[src/rtl/ld_wb_release_if.sv]
// Load-response input and release-pulse output bundle of the write-back coalescer.
interface ld_wb_release_if #(
  parameter int NUM_TID = 256,
  parameter int TID_W   = 8,
  parameter int REG_W   = 7
);
  logic               ld_rsp_valid;
  logic               ld_rsp_ready;
  logic [TID_W-1:0]   ld_rsp_tid;
  logic [REG_W-1:0]   ld_rsp_reg;
  logic               wb_valid;
  logic [NUM_TID-1:0] wb_tid_bitmap;
  logic [REG_W-1:0]   ld_dest_reg;

  modport master (
    output ld_rsp_valid, ld_rsp_tid, ld_rsp_reg,
    input  ld_rsp_ready, wb_valid, wb_tid_bitmap, ld_dest_reg
  );

  modport slave (
    input  ld_rsp_valid, ld_rsp_tid, ld_rsp_reg,
    output ld_rsp_ready, wb_valid, wb_tid_bitmap, ld_dest_reg
  );
endinterface

[src/rtl/ld_wb_release.sv]
// Coalesces per-thread load responses by destination register into TID bitmaps
// and emits one-cycle release pulses that clear scoreboard reservations.
module ld_wb_release #(
  parameter int NUM_TID  = 256,
  parameter int TID_W    = 8,
  parameter int REG_W    = 7,
  parameter int NUM_REGS = 34,
  parameter int DEPTH    = 4,
  parameter int HOLD     = 4,
  localparam int CNT_W   = $clog2(DEPTH + 1)
) (
  input  logic             clk,
  input  logic             rst_n,
  ld_wb_release_if.slave   bus,
  input  logic             flush,
  output logic [CNT_W-1:0] pending_cnt,
  output logic             idle,
  output logic             bad_reg
);
  localparam int IDX_W = (DEPTH > 1) ? $clog2(DEPTH) : 1;
  localparam int AGE_W = $clog2(HOLD + 1);

  logic [DEPTH-1:0]   vld;
  logic [DEPTH-1:0]   vld_nxt;
  logic [REG_W-1:0]   regs    [DEPTH];
  logic [NUM_TID-1:0] bitmaps [DEPTH];
  logic [AGE_W-1:0]   ages    [DEPTH];

  logic               drain_en;
  logic               has_sel;
  logic               ripe;
  logic               hit;
  logic               has_free;
  logic               accept;
  logic               reg_ok;
  logic               do_merge;
  logic               do_alloc;
  logic [IDX_W-1:0]   sel;
  logic [IDX_W-1:0]   hit_idx;
  logic [IDX_W-1:0]   free_idx;
  logic [AGE_W-1:0]   sel_age;
  logic [TID_W-1:0]   tid;
  logic [NUM_TID-1:0] tid_bit;
  logic [CNT_W-1:0]   cnt_nxt;

  assign tid              = bus.ld_rsp_tid;
  assign tid_bit          = NUM_TID'(1) << tid;
  assign reg_ok           = bus.ld_rsp_reg < REG_W'(NUM_REGS);
  assign bus.ld_rsp_ready = rst_n && !(&vld);
  assign accept           = bus.ld_rsp_valid && bus.ld_rsp_ready;

  // Oldest valid entry wins the drain slot; strict '>' keeps ties on the lowest index.
  always_comb begin
    has_sel = 1'b0;
    sel     = '0;
    sel_age = '0;
    ripe    = 1'b0;
    for (int i = 0; i < DEPTH; i++) begin
      if (vld[i] && (ages[i] >= AGE_W'(HOLD - 1))) ripe = 1'b1;
      if (vld[i] && (!has_sel || (ages[i] > sel_age))) begin
        has_sel = 1'b1;
        sel     = IDX_W'(i);
        sel_age = ages[i];
      end
    end
    drain_en = ripe || (flush && has_sel) || (&vld);
  end

  // An entry leaving this cycle must not absorb the response, so it allocates fresh instead.
  always_comb begin
    hit      = 1'b0;
    hit_idx  = '0;
    has_free = 1'b0;
    free_idx = '0;
    for (int i = 0; i < DEPTH; i++) begin
      if (!hit && vld[i] && (regs[i] == bus.ld_rsp_reg) &&
          !(drain_en && (sel == IDX_W'(i)))) begin
        hit     = 1'b1;
        hit_idx = IDX_W'(i);
      end
      if (!has_free && !vld[i]) begin
        has_free = 1'b1;
        free_idx = IDX_W'(i);
      end
    end
    do_merge = accept && reg_ok && hit;
    do_alloc = accept && reg_ok && !hit && has_free;
    cnt_nxt  = '0;
    for (int i = 0; i < DEPTH; i++) begin
      vld_nxt[i] = (vld[i] && !(drain_en && (sel == IDX_W'(i)))) ||
                   (do_alloc && (free_idx == IDX_W'(i)));
      cnt_nxt    = cnt_nxt + CNT_W'(vld_nxt[i]);
    end
  end

  always_ff @(posedge clk or negedge rst_n) begin
    if (!rst_n) begin
      vld               <= '0;
      bus.wb_valid      <= 1'b0;
      bus.wb_tid_bitmap <= '0;
      bus.ld_dest_reg   <= '0;
      pending_cnt       <= '0;
      idle              <= 1'b1;
      bad_reg           <= 1'b0;
      for (int i = 0; i < DEPTH; i++) begin
        regs[i]    <= '0;
        bitmaps[i] <= '0;
        ages[i]    <= '0;
      end
    end else begin
      vld <= vld_nxt;
      for (int i = 0; i < DEPTH; i++) begin
        if (do_alloc && (free_idx == IDX_W'(i))) begin
          regs[i]    <= bus.ld_rsp_reg;
          bitmaps[i] <= tid_bit;
          ages[i]    <= '0;
        end else begin
          if (vld[i] && (ages[i] != AGE_W'(HOLD))) ages[i] <= ages[i] + 1'b1;
          if (do_merge && (hit_idx == IDX_W'(i))) bitmaps[i] <= bitmaps[i] | tid_bit;
        end
      end
      bus.wb_valid <= drain_en;
      if (drain_en) begin
        bus.wb_tid_bitmap <= bitmaps[sel];
        bus.ld_dest_reg   <= regs[sel];
      end
      pending_cnt <= cnt_nxt;
      idle        <= (cnt_nxt == '0) && !drain_en;
      if (accept && !reg_ok) bad_reg <= 1'b1;
    end
  end
endmodule
[src/flat_wrapper.sv]
// flat-port wrapper written by rule: the top's interface ports become plain ports
module ld_wb_release_flat 
#(
  parameter int NUM_TID  = 256,
  parameter int TID_W    = 8,
  parameter int REG_W    = 7,
  parameter int NUM_REGS = 34,
  parameter int DEPTH    = 4,
  parameter int HOLD     = 4,
  localparam int CNT_W   = $clog2(DEPTH + 1)
)
  (clk, rst_n, flush, pending_cnt, idle, bad_reg, bus_ld_rsp_valid, bus_ld_rsp_tid, bus_ld_rsp_reg, bus_ld_rsp_ready, bus_wb_valid, bus_wb_tid_bitmap, bus_ld_dest_reg);
  ld_wb_release_if #(.NUM_TID(NUM_TID), .TID_W(TID_W), .REG_W(REG_W)) bus_i ();
  input  logic clk;
  input  logic rst_n;
  input  logic flush;
  output logic [CNT_W-1:0] pending_cnt;
  output logic idle;
  output logic bad_reg;
  input wire logic [$bits(bus_i.ld_rsp_valid)-1:0] bus_ld_rsp_valid;
  input wire logic [$bits(bus_i.ld_rsp_tid)-1:0] bus_ld_rsp_tid;
  input wire logic [$bits(bus_i.ld_rsp_reg)-1:0] bus_ld_rsp_reg;
  output wire logic [$bits(bus_i.ld_rsp_ready)-1:0] bus_ld_rsp_ready;
  output wire logic [$bits(bus_i.wb_valid)-1:0] bus_wb_valid;
  output wire logic [$bits(bus_i.wb_tid_bitmap)-1:0] bus_wb_tid_bitmap;
  output wire logic [$bits(bus_i.ld_dest_reg)-1:0] bus_ld_dest_reg;
  assign bus_i.ld_rsp_valid = bus_ld_rsp_valid;
  assign bus_i.ld_rsp_tid = bus_ld_rsp_tid;
  assign bus_i.ld_rsp_reg = bus_ld_rsp_reg;
  assign bus_ld_rsp_ready = bus_i.ld_rsp_ready;
  assign bus_wb_valid = bus_i.wb_valid;
  assign bus_wb_tid_bitmap = bus_i.wb_tid_bitmap;
  assign bus_ld_dest_reg = bus_i.ld_dest_reg;
  ld_wb_release #(.NUM_TID(NUM_TID), .TID_W(TID_W), .REG_W(REG_W), .NUM_REGS(NUM_REGS), .DEPTH(DEPTH), .HOLD(HOLD)) u_core (.clk(clk), .rst_n(rst_n), .bus(bus_i), .flush(flush), .pending_cnt(pending_cnt), .idle(idle), .bad_reg(bad_reg));
endmodule
[config.mk]
export PLATFORM = sky130hd
export DESIGN_NAME = ld_wb_release_flat
export DESIGN_NICKNAME = d
export VERILOG_FILES = /design/src/rtl/ld_wb_release_if.sv /design/src/rtl/ld_wb_release.sv /design/src/flat_wrapper.sv
export SDC_FILE = /design/constraint.sdc
export NUM_CORES = 2
export LEC_CHECK = 0
export ABC_AREA = 1
export BUFFER_PORTS_ARGS = -buffer_cell sky130_fd_sc_hd__buf_2
export CAP_MARGIN = 15
export CORE_MARGIN = 2
export CORE_UTILIZATION = 69
export CTS_BUF_LIST = sky130_fd_sc_hd__clkbuf_8
export CTS_CLUSTER_SIZE = 10
export DETAILED_ROUTE_END_ITERATION = 12
export GPL_ROUTABILITY_DRIVEN = 0
export HOLD_SLACK_MARGIN = 0.12
export PLACE_DENSITY_LB_ADDON = 0.12
export SYNTH_ARGS = -nofsm -noshare
export SYNTH_HDL_FRONTEND = slang
export SYNTH_SLANG_ARGS = --single-unit
[constraint.sdc]
create_clock -name clk -period 14 [get_ports clk]
set_input_delay 2.8 -clock clk [delete_from_list [all_inputs] [get_ports clk]]
set_output_delay 2.8 -clock clk [all_outputs]
set_load 0.01 [all_outputs]
# ---- Yosys cells after proc, flatten, opt, wreduce, memory -nomap -nowiden
# Index checks and enable logic that the tools add are counted.
dict set report op_classes {
  addsub 7
  order_cmp 9
  n_eq_ne 17
  shift 1
  muxes 50
  bitwise 5
  reduce_logical 91
}
# operator count
set ops {}
lappend ops {{2-to-1 mux 256 bit} 10}
lappend ops {{bitwise OR 256 bit} 4}
lappend ops {{binary-select mux 256 bit (select 2 bit)} 1}
lappend ops {{left shift 1 x 8 -> 256 bit (first input constant)} 1}
lappend ops {{logical AND 1 bit} 50}
lappend ops {{2-to-1 mux 3 bit} 11}
lappend ops {{== test 7 bit} 4}
lappend ops {{zero test 1 bit} 19}
lappend ops {{2-to-1 mux 1 bit} 19}
lappend ops {{nonzero test 2 bit} 8}
lappend ops {{binary-select mux 7 bit (select 2 bit)} 1}
lappend ops {{2-to-1 mux 7 bit} 2}
lappend ops {{adder 3 x 1 -> 3 bit (second input constant)} 4}
lappend ops {{== test 2 bit (second input constant)} 6}
lappend ops {{>= comparator 3 x 2 -> 1 bit (second input constant)} 4}
lappend ops {{2-to-1 mux 2 bit} 6}
lappend ops {{!= test 3 bit (second input constant)} 4}
lappend ops {{> comparator 3 bit} 3}
lappend ops {{logical OR 1 bit} 9}
lappend ops {{< comparator 7 x 6 -> 1 bit (second input constant)} 1}
lappend ops {{adder 3 x 1 -> 3 bit} 2}
lappend ops {{== test 2 x 1 -> 1 bit (second input constant)} 3}
lappend ops {{zero test 2 bit} 3}
lappend ops {{AND reduction 4 bit} 1}
lappend ops {{other kinds (4)} 4}
dict set report word_totals {
  register_bits 1337
  input_bits 19
  out_inout_bits 270
  elab_cells 199
}

# ---- Logic depth before layout (Yosys ltp)
dict set report depth {
  word_depth 45
  mapped_depth 43
  ltp_nobuf 39
}

# ---- Worst setup path after synthesis
# Ideal clock, no wire load.
dict set report synth_timing {
  path_type {input -> output}
  startpoint {in rst_n}
  endpoint {out bus_ld_rsp_ready}
  t_arrival_ns 3.020
  required_time_ns 11.200
  path_slack_ns 8.180
  path_stages 2
  n_path_buf 0
  path_cell_list {inv_1 nor2_1}
}
dict set report synth_via {
  elab_chain_cells 1
}
# item line_no
set synth_rtl {}
lappend synth_rtl {{start, declared} flat_wrapper.sv:15} ;# input logic rst_n;
lappend synth_rtl {{logical AND 1 bit} ld_wb_release.sv:49} ;# assign bus.ld_rsp_ready = rst_n && !(&vld);
lappend synth_rtl {{end, declared} flat_wrapper.sv:23} ;# output wire logic [$bits(bus_i.ld_rsp_ready)-1:0] bus_ld_rsp_ready;
# Every way passes these cells.

# ---- Worst setup path after layout
dict set report layout_timing {
  startpoint {reg u_core.vld[0]}
  endpoint {reg u_core.bus.wb_tid_bitmap[239]}
}
dict set report layout_via {
  elab_chain_cells 17
  elab_cells_between_ends 35
  cone_classes {order compare (3); mux (17); bitwise (1); reduce/logical (14)}
}
# item line_no
set layout_rtl {}
lappend layout_rtl {{start, declared} ld_wb_release.sv:23} ;# logic [DEPTH-1:0] vld;
lappend layout_rtl {{start signal, assigned} ld_wb_release.sv:111} ;# vld <= vld_nxt;
lappend layout_rtl {{2-to-1 mux 3 bit / 2-to-1 mux 1 bit (equally long branches)} ld_wb_release.sv:60} ;# if (vld[i] && (!has_sel || (ages[i] > sel_age))) begin
lappend layout_rtl {{> comparator 3 bit / zero test 1 bit (equally long branches)} ld_wb_release.sv:60}
lappend layout_rtl {{logical OR 1 bit} ld_wb_release.sv:60}
lappend layout_rtl {{logical AND 1 bit} ld_wb_release.sv:60}
lappend layout_rtl {{2-to-1 mux 3 bit / 2-to-1 mux 1 bit (equally long branches)} ld_wb_release.sv:60}
lappend layout_rtl {{> comparator 3 bit / zero test 1 bit (equally long branches)} ld_wb_release.sv:60}
lappend layout_rtl {{logical OR 1 bit} ld_wb_release.sv:60}
lappend layout_rtl {{logical AND 1 bit} ld_wb_release.sv:60}
lappend layout_rtl {{2-to-1 mux 3 bit / 2-to-1 mux 1 bit (equally long branches)} ld_wb_release.sv:60}
lappend layout_rtl {{> comparator 3 bit / zero test 1 bit (equally long branches)} ld_wb_release.sv:60}
lappend layout_rtl {{logical OR 1 bit} ld_wb_release.sv:60}
lappend layout_rtl {{logical AND 1 bit} ld_wb_release.sv:60}
lappend layout_rtl {{2-to-1 mux 2 bit} ld_wb_release.sv:60}
lappend layout_rtl {{NOT 2 -> 3 bit (implied by the code)} ld_wb_release.sv:124} ;# bus.wb_tid_bitmap <= bitmaps[sel];
lappend layout_rtl {{binary-select mux 256 bit (select 2 bit)} ld_wb_release.sv:124}
lappend layout_rtl {{2-to-1 mux 256 bit (implied by the code) (2 in series)} ld_wb_release.sv:124}
lappend layout_rtl {{end signal, assigned} ld_wb_release.sv:124}
lappend layout_rtl {{end, declared} ld_wb_release_if.sv:22} ;# output ld_rsp_ready, wb_valid, wb_tid_bitmap, ld_dest_reg
# Parallel ways exist; a longest one is shown, timed or not. The select of a mux whose other input is x is not followed.
# A chain may end at the register's enable or synchronous reset.

==> run_results.csv <==
group,metric,value,unit
floorplanning,die-area,88700,um2
timing,finalCritPeriodShare,60.4,%
timing,setup-violations-final,0,
setup_path,arrival,9.26,ns
yosys,avgSynthCellArea,8.09,um2
grt,grt_antenna_before_repair,12,
finish,fillers,6288,
cts,clock-sinks,1337,
routing,wire_per_inst,21.2,um
yosys,yosysTopAreaCellShare,56.1,%
cts,cts_resized,0,
timing,grt_setup_unrepaired,"no",
placed_design,preCtsSetupSlack,5.83,ns
timing,final-hold-violation-count,0,
pwr,p_switching,4270,uW
routing,post-route-drc-count,0,
routing,top_layer_used,"met5",
floorplanning,die_y,298,um
yosys,synth.net_count,7406,
pwr,power_frac_clock,28.7,%
placed_design,dp_hpwl,98.6,mm
timing,setup-tns-final,0,ns
yosys,synth_top_area_cell,"dfrtp_1",
grt,grt_pass1_vias,51600,
floorplanning,boundaryPins,289,
setup_path,cp.required,14.81,ns
setup_path,crit_fanout,116,
timing,worst_pin_slew,1.30,ns
timing,fin_crit,8.46,ns
yosys,ys_top_cells_by_area,"dfrtp_1, nand2_1, nor2_1",
yosys,syn_area,59600,um2
pwr,p_int,7140,uW
grt,grt_max_degree,190,
timing,fmax,118,MHz
yosys,synth-seq-cells,1337,
timing,report.final.slew_viol_count,0,
floorplanning,initial_core_util,69.7,%
finish,layout_commonest_cell,"nand2_1",
yosys,synth-seq-area-share,56.2,%
routing,wl_met3,22.8,mm
finish,largest_register_ff_count,1024,
routing,wl,185,mm
routing,vias,53200,
setup_path,cp-start-kind,"flop",
status,status,"finished clean",
pwr,totalPowerFinal,11400,uW
placed_design,dp_cells,8362,
grt,grt_pass1_wl,290,mm
timing,slew_headroom,12.7,%
routing,met1_length,69.3,mm
finish,drive_gt1_share,9.02,%
grt,grt_use_total,41.7,%
cts,postCtsHoldBufs,0,
finish,reg_top3,"u_core.bitmaps: 1024 flops, u_core.bus.wb_tid_bitmap: 256 flops, u_core.regs: 28 flops",
floorplanning,core,85400,um2
yosys,synth_cell_type_count,35,
routing,dr_wl_met2,84.1,mm
floorplanning,rows,107,
yosys,synth_cells,7363,
hold_path,hold_path_class,"flop to flop",
finish,regMostFlops,"u_core.bitmaps",
placed_design,placed_area,61000,um2
routing,drt_pass1_iterations,9,
pwr,power.density,175,nW/um2
pwr,pwr-share-seq,42.2,%
pwr,pwr-share-comb,29.1,%
flow_run,maxCapViolCount,0,
routing,drtIter0Drc,7538,
routing,ant_nets,0,
yosys,yosys_warnings,0,
finish,layout_common_cells,"nand2_1, dfrtp_1, nor2_1, inv_1, buf_2",
timing,skew,0.0467,ns
hold_path,holdPathStages,2,
finish,final_cell_count_no_fill,8719,
cts,clkTransAtPathRegs,0.06,ns
cts,tritoncts,"built",
setup_path,ff2ff_path_depth,27,
cts,clock_latency,0.91,ns
setup_path,critPathKind,"flop to flop",
cts,max-clock-path-buffers,3,
routing,vias_per_cell,6.10,
cts,cts-root-buf,"clkbuf_8",
cts,htree_levels,4,
timing,setup_ws,5.54,ns
pwr,vdd_drop_max,0.321,mV
cts,post_cts_buffers,0,
finish,fin_nets,7468,
placed_design,io_buffers,288,
cts,cts_buffers,205,
setup_path,crit_path_end_kind,"flop",
pwr,leakagePower,0.0352,uW
pwr,sw_frac_of_total,37.4,%
grt,overflow,0,
floorplanning,die_x,298,um
finish,finalInstanceArea,65200,um2
finish,syn_to_final_growth,9.43,%
## layout make-up
cell class	instances	area, um2	share of cell area, %
multi-input combinational	5201	22800	35.0
clock inverter	88	480	0.737
antenna	4	10.0	0.0154
tap	1144	1430	2.20
clock buffer	265	3650	5.60
sequential	1337	33500	51.3
inverter	315	1200	1.84
timing repair buffer	365	2150	3.30
## critical path, stage by stage (launching register included)
cell and delay (ns):
dfrtp_1 0.55, nand2_1 0.13, ha_1 0.32, a21oi_1 0.18, nand2_1 0.08, nand2_1 0.06
nand2_1 0.04, nand2_1 0.28, o21ai_0 0.17, ha_1 0.34, a21oi_1 0.15, nand2_1 0.06
nand2_1 0.06, nand2_1 0.06, nand2_1 0.36, o21ai_0 0.18, ha_1 0.34, a21oi_1 0.16
nand2_1 0.06, nand2_1 0.07, nand2_1 0.09, nand2_4 0.66, nand2_4 0.70, nor2_4 1.07
buf_4 0.90, buf_12 0.64, a22oi_1 0.34, a31oi_1 0.28
## metrics by stage
step	hold WS (ns)	util, %
floorplan	0.442	-
global placement	0.453	71.5
detailed placement	0.458	71.5
CTS	0.473	76.3
global route	0.480	76.3
finish	0.471	76.3
## kinds of logic after synthesis
family	after synthesis	share of synthesized area, %
AOI/OAI and AO/OA	840	9.30
xor gates and xnor gates	24	0.353
adders and majority gates	24	0.517
buffers and inverters	825	5.78
DFF	1337	56.2
and+or+nand+nor	4313	27.9
## worst paths after layout
| check | start | endpoint | slack, ns |
|---|---|---|---|
| worst max-delay path | u_core.vld[0]$_DFF_PN0_ | u_core.bus.wb_tid_bitmap[239]$_DFFE_PN0N_ | 5.54 |
| worst min-delay path | u_core.bitmaps[140]$_DFFE_PN0P_ | u_core.bitmaps[140]$_DFFE_PN0P_ | 0.47 |
| worst max register to register | u_core.vld[0]$_DFF_PN0_ | u_core.bus.wb_tid_bitmap[239]$_DFFE_PN0N_ | 5.54 |
| worst min register to register | u_core.bitmaps[140]$_DFFE_PN0P_ | u_core.bitmaps[140]$_DFFE_PN0P_ | 0.47 |
| max in group asynchronous | rst_n | u_core.bitmaps[188]$_DFFE_PN0P_ | 7.44 |
| min in group asynchronous | rst_n | u_core.bus.ld_dest_reg[2]$_DFFE_PN0N_ | 1.81 |
## metal layers
layer  global-route usage (%)  vias up
li1                         -    23500
met4                     20.0       18
met3                     10.2      552
met1                     56.3    25700
met5                        0        -
met2                     64.3     3441
## synth_stat cells (all sizes together)
master     n
a21boi     2
a21oi    144
a22oi    133
a31oi    263
buf      241
clkbuf   269
dfrtp   1336
dfstp      1
fa         1
ha        23
inv      315
nand2   3570
nand3     58
nand3b     2
nand4    104
nor2     552
nor3      21
nor4       2
o211ai   263
o21a       2
o21ai     32
o21bai     1
or2        4
xnor2     14
xor2      10
## power groups by stage
stage / logic [uW] / registers [uW] / clock network, uW
4_1_cts: 3280 / 4790 / 3270
3_5_place_dp: 3270 / 4840 / 0
5_1_grt: 3600 / 4840 / 3440
6_report: 3320 / 4810 / 3270
3_3_place_gp: 3180 / 4850 / 0
2_1_floorplan: 1870 / 4830 / 0
Power figures use the tool's default switching activity.
